<file path="config.mk">
export PLATFORM = sky130hd
export DESIGN_NAME = taillight_pattern_monitor
export DESIGN_NICKNAME = d
export VERILOG_FILES = /design/src/rtl/taillight_pattern_monitor_pkg.sv /design/src/rtl/taillight_pattern_monitor_tick_watchdog.sv /design/src/rtl/taillight_pattern_monitor.sv
export SDC_FILE = /design/constraint.sdc
export NUM_CORES = 1
export LEC_CHECK = 0
export ABC_AREA = 1
export CAP_MARGIN = 30
export CORE_ASPECT_RATIO = 0.9
export CORE_MARGIN = 3
export CORE_UTILIZATION = 38
export CTS_CLUSTER_SIZE = 28
export DETAILED_ROUTE_END_ITERATION = 8
export GPL_TIMING_DRIVEN = 0
export MAX_ROUTING_LAYER = met4
export SLEW_MARGIN = 30
export SYNTH_ARGS = -nofsm -noshare
export SYNTH_HDL_FRONTEND = slang
export SYNTH_SLANG_ARGS = --single-unit
</file>
<file path="constraint.sdc">
create_clock -name clk -period 1.8 [get_ports clk]
set_input_delay 0.54 -clock clk [delete_from_list [all_inputs] [get_ports clk]]
set_output_delay 0.54 -clock clk [all_outputs]
set_load 0.02 [all_outputs]
</file>
<file path="src/rtl/taillight_pattern_monitor_pkg.sv">
// Shared definitions for the tail-light sequencer and its receive-side monitor:
// state encoding, legal lamp frames, mode and error codes, and frame-decode helpers.
package taillight_pattern_monitor_pkg;

  typedef enum logic [2:0] {
    ST_IDLE = 3'd0,
    ST_L1   = 3'd1,
    ST_L2   = 3'd2,
    ST_L3   = 3'd3,
    ST_R1   = 3'd4,
    ST_R2   = 3'd5,
    ST_R3   = 3'd6,
    ST_H_ON = 3'd7
  } state_t;

  // Lamp order is {LC,LB,LA,RA,RB,RC}
  localparam logic [5:0] FR_DARK = 6'b000000;
  localparam logic [5:0] FR_L1   = 6'b001000;
  localparam logic [5:0] FR_L2   = 6'b011000;
  localparam logic [5:0] FR_L3   = 6'b111000;
  localparam logic [5:0] FR_R1   = 6'b000100;
  localparam logic [5:0] FR_R2   = 6'b000110;
  localparam logic [5:0] FR_R3   = 6'b000111;
  localparam logic [5:0] FR_HAZ  = 6'b111111;

  localparam logic [1:0] MODE_IDLE  = 2'b00;
  localparam logic [1:0] MODE_LEFT  = 2'b01;
  localparam logic [1:0] MODE_RIGHT = 2'b10;
  localparam logic [1:0] MODE_HAZ   = 2'b11;

  localparam logic [1:0] ERR_NONE    = 2'b00;
  localparam logic [1:0] ERR_FRAME   = 2'b01;
  localparam logic [1:0] ERR_TIMEOUT = 2'b10;

  function automatic state_t start_decode(input logic [5:0] f);
    case (f)
      FR_L1:   return ST_L1;
      FR_R1:   return ST_R1;
      FR_HAZ:  return ST_H_ON;
      default: return ST_IDLE;
    endcase
  endfunction

  function automatic logic is_start_frame(input logic [5:0] f);
    return (f == FR_DARK) || (f == FR_L1) || (f == FR_R1) || (f == FR_HAZ);
  endfunction

  // Frame that must arrive next for a sequence in state s to advance
  function automatic logic [5:0] expected_frame(input state_t s);
    case (s)
      ST_L1:   return FR_L2;
      ST_L2:   return FR_L3;
      ST_R1:   return FR_R2;
      ST_R2:   return FR_R3;
      default: return FR_DARK;
    endcase
  endfunction

  function automatic state_t advance(input state_t s);
    case (s)
      ST_L1:   return ST_L2;
      ST_L2:   return ST_L3;
      ST_R1:   return ST_R2;
      ST_R2:   return ST_R3;
      default: return ST_IDLE;
    endcase
  endfunction

  function automatic logic [1:0] state_mode(input state_t s);
    case (s)
      ST_L1, ST_L2, ST_L3: return MODE_LEFT;
      ST_R1, ST_R2, ST_R3: return MODE_RIGHT;
      ST_H_ON:             return MODE_HAZ;
      default:             return MODE_IDLE;
    endcase
  endfunction

endpackage

</file>
<file path="src/rtl/taillight_pattern_monitor_tick_watchdog.sv">
// Stall detector: counts clocks since the last kick while enabled and pulses
// expire on the cycle the count sits at TIMEOUT_CYC-1 with no kick.
module tick_watchdog #(
  parameter int TIMEOUT_CYC = 64
) (
  input  logic clk,
  input  logic reset,
  input  logic kick,
  input  logic enable,
  output logic expire
);

  localparam int CW = (TIMEOUT_CYC > 2) ? $clog2(TIMEOUT_CYC) : 1;
  localparam logic [CW-1:0] LAST = CW'(TIMEOUT_CYC - 1);

  logic [CW-1:0] r_count;

  // A kick on the expiry edge wins, so expire is masked by kick
  assign expire = enable && !kick && (r_count == LAST);

  always_ff @(posedge clk or posedge reset) begin
    if (reset) begin
      r_count <= '0;
    end else if (kick || !enable || expire) begin
      r_count <= '0;
    end else begin
      r_count <= r_count + CW'(1);
    end
  end

endmodule

</file>
<file path="src/rtl/taillight_pattern_monitor.sv">
// Receive-side checker for the tail-light sequencer: decodes the running sequence
// from lamp frames sampled on tick, flags bad frames and stalls, counts errors.
module taillight_pattern_monitor
  import taillight_pattern_monitor_pkg::*;
#(
  parameter int TIMEOUT_CYC = 64,
  parameter int CNT_W       = 8
) (
  input  logic             clk,
  input  logic             reset,
  input  logic             tick,
  input  logic [5:0]       lamps,
  input  logic             err_clr,
  output logic [1:0]       mode,
  output logic             seq_done,
  output logic             err,
  output logic [1:0]       err_code,
  output logic [CNT_W-1:0] err_count,
  output logic [2:0]       dbg_state
);

  state_t           r_state;
  state_t           w_state_nxt;
  logic             w_expire;
  logic             w_bad;
  logic             w_done;
  logic             w_timeout;
  logic [1:0]       w_mode_nxt;
  logic             w_err_nxt;
  logic [1:0]       w_code_nxt;
  logic [1:0]       r_mode;
  logic             r_seq_done;
  logic             r_err;
  logic [1:0]       r_err_code;
  logic [CNT_W-1:0] r_err_count;

  tick_watchdog #(.TIMEOUT_CYC(TIMEOUT_CYC)) u_watchdog (
    .clk    (clk),
    .reset  (reset),
    .kick   (tick),
    .enable (r_state != ST_IDLE),
    .expire (w_expire)
  );

  always_ff @(posedge clk or posedge reset) begin
    if (reset) r_state <= ST_IDLE;
    else       r_state <= w_state_nxt;
  end

  // A mismatched frame resyncs through the idle start decode of that same frame
  always_comb begin
    w_state_nxt = r_state;
    w_bad       = 1'b0;
    w_done      = 1'b0;
    w_timeout   = 1'b0;
    if (tick) begin
      if (r_state == ST_IDLE) begin
        w_state_nxt = start_decode(lamps);
        w_bad       = !is_start_frame(lamps);
      end else if (lamps == expected_frame(r_state)) begin
        w_state_nxt = advance(r_state);
        w_done      = (w_state_nxt == ST_IDLE);
      end else begin
        w_state_nxt = start_decode(lamps);
        w_bad       = 1'b1;
      end
    end else if (w_expire) begin
      w_state_nxt = ST_IDLE;
      w_timeout   = 1'b1;
    end
  end

  always_comb begin
    w_mode_nxt = state_mode(w_state_nxt);
    w_err_nxt  = w_bad || w_timeout;
    w_code_nxt = ERR_NONE;
    if (w_bad)          w_code_nxt = ERR_FRAME;
    else if (w_timeout) w_code_nxt = ERR_TIMEOUT;
  end

  always_ff @(posedge clk or posedge reset) begin
    if (reset) begin
      r_mode      <= MODE_IDLE;
      r_seq_done  <= 1'b0;
      r_err       <= 1'b0;
      r_err_code  <= ERR_NONE;
      r_err_count <= '0;
    end else begin
      r_mode     <= w_mode_nxt;
      r_seq_done <= w_done;
      r_err      <= w_err_nxt;
      r_err_code <= w_code_nxt;
      if (err_clr)
        r_err_count <= '0;
      else if (w_err_nxt && (r_err_count != '1))
        r_err_count <= r_err_count + CNT_W'(1);
    end
  end

  assign mode      = r_mode;
  assign seq_done  = r_seq_done;
  assign err       = r_err;
  assign err_code  = r_err_code;
  assign err_count = r_err_count;
  assign dbg_state = r_state;

endmodule

</file>
### Yosys cells after proc, flatten, opt, wreduce, memory -nomap -nowiden

Index checks and enable logic that the tools add are counted.

* register bits: 23
* input port bits: 10
* output and inout port bits: 17
* logic and storage cells: 71

* add/sub/neg operators: 2
* equality and inequality tests: 17
* multiplexer cells: 26
* reduce and logical (&&, ||, !) cells: 19

Operator list (number)
* 6-bit one-hot mux with 4 select lines: 1
* 3-bit 2-to-1 mux: 7
* 3-bit equality test, second input constant: 6
* 6-bit 2-to-1 mux: 3
* 8-bit 2-to-1 mux: 2
* 6-bit equality test, second input constant: 2
* 3-bit one-hot mux with 4 select lines: 1
* 3-bit by 2-bit equality test with 1-bit output, second input constant: 3
* 3-bit one-hot mux with 3 select lines: 1
* 8-bit by 1-bit adder with 8-bit output, second input constant: 1
* 1-bit 2-to-1 mux: 8
* 8-bit inequality test, second input constant: 1
* 6-bit by 1-bit adder with 6-bit output, second input constant: 1
* 3-bit by 1-bit equality test with 1-bit output, second input constant: 2
* 6-bit by 3-bit equality test with 1-bit output, second input constant: 1
* 6-bit by 4-bit equality test with 1-bit output, second input constant: 1
* 6-bit equality test: 1
* 3-bit logical NOT: 2
* 6-bit logical NOT: 1
* 1-bit logical OR: 6
* 2-bit one-hot mux with 3 select lines: 1
* 3-bit OR reduction: 2
* 2-bit 2-to-1 mux: 2
* 1-bit logical AND: 3
* other kinds (3): 5

### Longest topological paths before layout

* word-level depth: 14
* gate-level depth with buffers: 13
* gate-level depth less buffers: 13

### Cells and area by module

From an unflattened synthesis, not the netlist that was laid out.

* cells, all modules: 204
* area total of the unflattened synthesis: 1512.7 um^2

Modules (own cells, without submodules)
* taillight_pattern_monitor: instances 1, cells an instance 166, area an instance 1193.6 um^2, seq. area each 425.4 um^2
* tick_watchdog: instances 1, cells an instance 38, area an instance 319.1 um^2, seq. area each 150.1 um^2

### Worst setup path before layout

OpenSTA, ideal clock, no wires.

* kind: register to register
* start point: register r_state[2] (netlist: dbg_state[2])
* end point: register r_err_count[5] (netlist: err_count[5])
* library setup time: 0.118 ns
* data arrival time: 1.515 ns
* required time: 1.682 ns
* path slack: 0.167 ns
* cell stages (with the launch flop): 14
* path buffers: 0
* period minus slack after synthesis: 1.633 ns
* cell sequence: dfrtp_1 > inv_2 > nor2_2 > nand2_1 > nand2_1 > nand2_2 > nor2_4 > nand3_4 > nand2_4 > nand2_4 > nand2_4 > nand2_4 > nand3_1 > nand2_1

* cells in the longest elaborated chain, start to end: 11
* elaborated cells on any way between the ends: 20
* classes of those cells: eq/ne (5); mux (8); reduce/logical (7)

Ends and longest elaborated chain
* start: declaration: line taillight_pattern_monitor.sv:22 `state_t r_state;`
* start signal: assignment: line taillight_pattern_monitor.sv:47 `else r_state <= w_state_nxt;`
* 3-bit equality test, or another cell as far along: line taillight_pattern_monitor_pkg.sv:50 `case (s)`
* 6-bit one-hot mux with 4 select lines: line taillight_pattern_monitor_pkg.sv:50
* 6-bit 2-to-1 mux: line taillight_pattern_monitor.sv:57 `if (r_state == ST_IDLE) begin`
* 6-bit 2-to-1 mux: line taillight_pattern_monitor.sv:56 `if (tick) begin`
* 6-bit equality test: line taillight_pattern_monitor.sv:60 `end else if (lamps == expected_frame(r_state)) begin`
* 1-bit 2-to-1 mux: line taillight_pattern_monitor.sv:60
* 1-bit 2-to-1 mux: line taillight_pattern_monitor.sv:57
* 1-bit 2-to-1 mux: line taillight_pattern_monitor.sv:56
* 1-bit logical OR *: line taillight_pattern_monitor.sv:75 `w_err_nxt = w_bad || w_timeout;`
* net w_err_nxt: line taillight_pattern_monitor.sv:29 `logic w_err_nxt;`
* 1-bit logical AND *: line taillight_pattern_monitor.sv:95 `else if (w_err_nxt && (r_err_count != '1))`
* 2-bit nonzero test (no line) *
* end signal: assignment: line taillight_pattern_monitor.sv:96 `r_err_count <= r_err_count + CNT_W'(1);`
* end: declaration: line taillight_pattern_monitor.sv:35 `logic [CNT_W-1:0] r_err_count;`

Mark *: on every way through the listed nets, which the timed path passes. The rest lies on a longest branch. The select of a mux whose other input is x is not followed.
A chain may end at the register's enable or synchronous reset.

### Worst setup path in the final report

* start point: register r_state[1] (netlist: dbg_state[1])
* end point: register r_err_count[5] (netlist: err_count[5])

The elaborated chain is that of the path after synthesis.

==> impl_metrics.yaml <==
hold_path:
  min-delay-start: "u_watchdog.r_count[0]"
  worstHoldPathType: "register to register"
  hold_path_depth: 2
pwr:
  switching_share_pct: 27.8
  intPower_w: 0.000767
  p_clk_share_pct: 29.2
  switchingPower_w: 0.000295
  p_per_area_nw_per_um2: 586
  ir_drop_mv: 0.528
  leakage_nw: 0.904
  sequentialPowerShare_pct: 52.0
  comb_power_share_pct: 18.8
logic_synthesis:
  synth_top_family_by_area: "simple AND/OR/NAND/NOR gates"
  synth_top_area_share_pct: 42.6
  synth_seq_cells: 23
  synthCells: 171
  ys_warn_count: 0
  netlist_area_um2: 1350
  synth.avg_cell_area_um2: 7.90
  async_flop_share_pct: 100
  yosys.area_share.xor_xnor_pct: 5.75
  ys.flop_type: "dfrtp_1"
  synthSimpleGateAreaFrac_pct: 40.2
  synthTopCellsByArea: "dfrtp_1, nand2_1, nand3_1"
  synthAdderAreaFrac_pct: 1.85
  yosys.area.top_type: "dfrtp_1"
  synth_most_common_cell: "nand2_1"
  syn-num-nets: 183
  synth_mux_area_share_pct: 0
  synth-compound-area-share_pct: 3.71
  synth_cell_types: 24
  synth_common_cells: "nand2_1, nand3_1, dfrtp_1"
  synth_edf_count: 0
  yosysSeqAreaShare_pct: 42.6
run:
  maxCapViolCount: 0
sta:
  setup_viol: 0
  max_freq_mhz: 572
  tns_ps: 0
  slew_violations: 0
  fin_skew_ps: 5.89
  period_minus_slack_ps: 1750
  rsz0062_at_grt: "true"
  hold_viol: 0
  min_period_over_period_pct: 97.1
  worstMarginPinSlew_ps: 803
  relSlewSlack_pct: 46.2
  timing.final.ws_setup_ps: 53.0
global_routing:
  grt_first_pass_wirelength_mm: 5.04
  antenna_found_initial: 0
  grt_usage_pct: 15.6
  grt_max_degree: 24
  grt_overflow: 0
  grt_pass1_vias: 1114
worst_setup_path:
  cp_cell_sequence: "buf_4 -> nand3_4 -> xor2_2 -> nand3_4 -> nand2_4 -> nand2_4 -> nand2_8 -> nand2_8 -> nand3_1 -> nand2_1"
  crit_path_end_kind: "register"
  path_class: "register to register"
  r2r_start: "dbg_state[1]"
  crit_cells: 10
  critPathMaxStageDelay_ps: 470
  crit_fanout: 8
  cp_top_family: "simple AND/OR/NAND/NOR gates"
  r2r_cells: 10
  crit_start: "dbg_state[1]"
  cp_data_required_time_ps: 1950
  crit_slowest_cell: "dfrtp_2"
  start_kind: "register"
  worstPathArrival_ps: 1900
  cp_num_buf_inv: 1
route:
  drc: 0
  drt-initial-drc-count: 36
  dr.pass1.iters: 4
  ant_nets: 0
  viasPerCell: 4.94
  vias: 1234
  wl_per_cell_um: 12.3
  wl_mm: 3.08
clocking:
  cts_tree: "built"
  cts_buffer_depth: 2
  clk_pin_slew_ps: 80
  cts.sink_count: 23
  cts-root-buf: "clkbuf_8"
  h-tree-depth: 1
  clk_latency_ps: 260
  cts_made_buffers: 3
floorplan:
  die_height_um: 62.5
  io_pins: 27
  die_width_um: 68.8
  dieArea_um2: 4300
  initial_utilization_pct: 41.8
  placementRows: 19
  core_area_um2: 3230
placement:
  dp_hpwl_mm: 2.33
  pre_cts_ws_ps: -498
  port_buffers: 26
  routabilityCongestion: 0.811
layout:
  antenna_cells: 0
  area_delta_synth_final_pct: 34.2
  layout.nets: 221
  layout-drive-gt1-share_pct: 23.6
run_status:
  outcome: "complete, no violations"
==> metrics by stage <==
step / hold slack [ps] / utilization [%] / cell area [um2] / instances / total power (W)
final: 545 / 56.0 / 1810 / 250 / 0.00106
after global routing: 581 / 56.0 / 1810 / 250 / 0.00112
after CTS: 464 / 52.5 / 1700 / 244 / 0.00105
after detailed placement: 454 / 51.4 / 1660 / 239 / 0.000749
after global placement: 452 / 51.4 / 1660 / 239 / 0.000747
after floorplan: 433 / - / 1350 / 171 / 0.000670
==> logic make-up (layout without fill, tap and decap cells) <==
logic type,count (synthesis),after routing
adder cells (fa/ha/maj),2,2
buffers and inverters,21,58
AND/OR/NAND/NOR,109,109
flip-flops,23,23
XOR/XNOR,8,8
AO/OA/AOI/OAI,8,8
==> power by group through the flow <==
stage          clock [W]  combinational [W]  sequential, W
4_1_cts         0.000322           0.000181       0.000550
3_5_place_dp           0           0.000190       0.000560
6_report        0.000311           0.000199       0.000552
5_1_grt         0.000346           0.000222       0.000555
2_1_floorplan          0          0.0000948       0.000575
3_3_place_gp           0           0.000187       0.000560
==> metal layers <==
| metal | global-route usage [%] | up-vias | share of wire (%) |
|---|---|---|---|
| met5 | - | - | 0 |
| met4 | 4.14 | 0 | 1.1 |
| met3 | 4.68 | 4 | 4.8 |
| met2 | 21.8 | 29 | 45 |
| met1 | 21.8 | 577 | 49 |
| li1 | - | 624 | - |
==> layout make-up <==
cell class | instances | area, um2
Clock buffer | 4 | 45.0
Inverter | 21 | 83.8
Sequential cell | 23 | 579
Tap cell | 42 | 52.6
Fill cell | 323 | 1420
Timing Repair Buffer | 33 | 287
Multi-Input combinational cell | 127 | 764
==> timing repair <==
| item | in CTS | in global routing |
|---|---|---|
| pin swaps | 1 | 10 |
| setup buffers | 1 | 6 |
| hold buffers | 0 | 0 |
| resized for setup | 18 | 26 |
| setup endpoints to repair | 21 | 9 |
==> tightest hold or removal path, stage by stage, from the launching register on <==
cell,delay (ps)
dfrtp_1,370
buf_4,110
nor2_1,30
==> path summary, 6_finish.rpt <==
path	endpoint	slack, ps
max	err_count[5]	50
min	u_watchdog.r_count[0]	540
max reg2reg	err_count[5]	50
min reg2reg	u_watchdog.r_count[0]	540
max in group asynchronous	dbg_state[1]	750
min in group asynchronous	err	640
==> state kept, by name (all words and copies together) (netlist names) <==
signal	count
dbg_state	3
err	1
err_code	2
err_count	8
mode	2
seq_done	1
u_watchdog.r_count	6
==> cells in the final DEF, fill, tap and decap left out, types with 2 or more instances in the layout <==
cell type        synthesis  routed
nand3_4                  1       2
clkbuf_2                 0       2
nor2_2                   2       3
a21oi_1                  3       2
nor3b_1                  3       3
xnor2_1                  2       2
dlygate4sd2_1            0      15
dfrtp_2                  0       3
nand2_8                  0       2
o21ai_0                  2       2
nand2_1                 41      37
nor2_1                  22      19
nor3_1                   3       3
nand3_1                 25      23
inv_1                   15      13
nor2_4                   1       3
clkdlybuf4s50_1          0       8
inv_2                    6       5
nand2_4                  4       2
nand2_2                  1       5
clkbuf_8                 0       3
nand3_2                  3       4
inv_4                    0       2
nand4_1                  2       2
dfrtp_1                 23      20
buf_4                    0       7
xor2_1                   5       5
o21ai_2                  2       2
No activity file was read; power rests on OpenSTA's default activity.
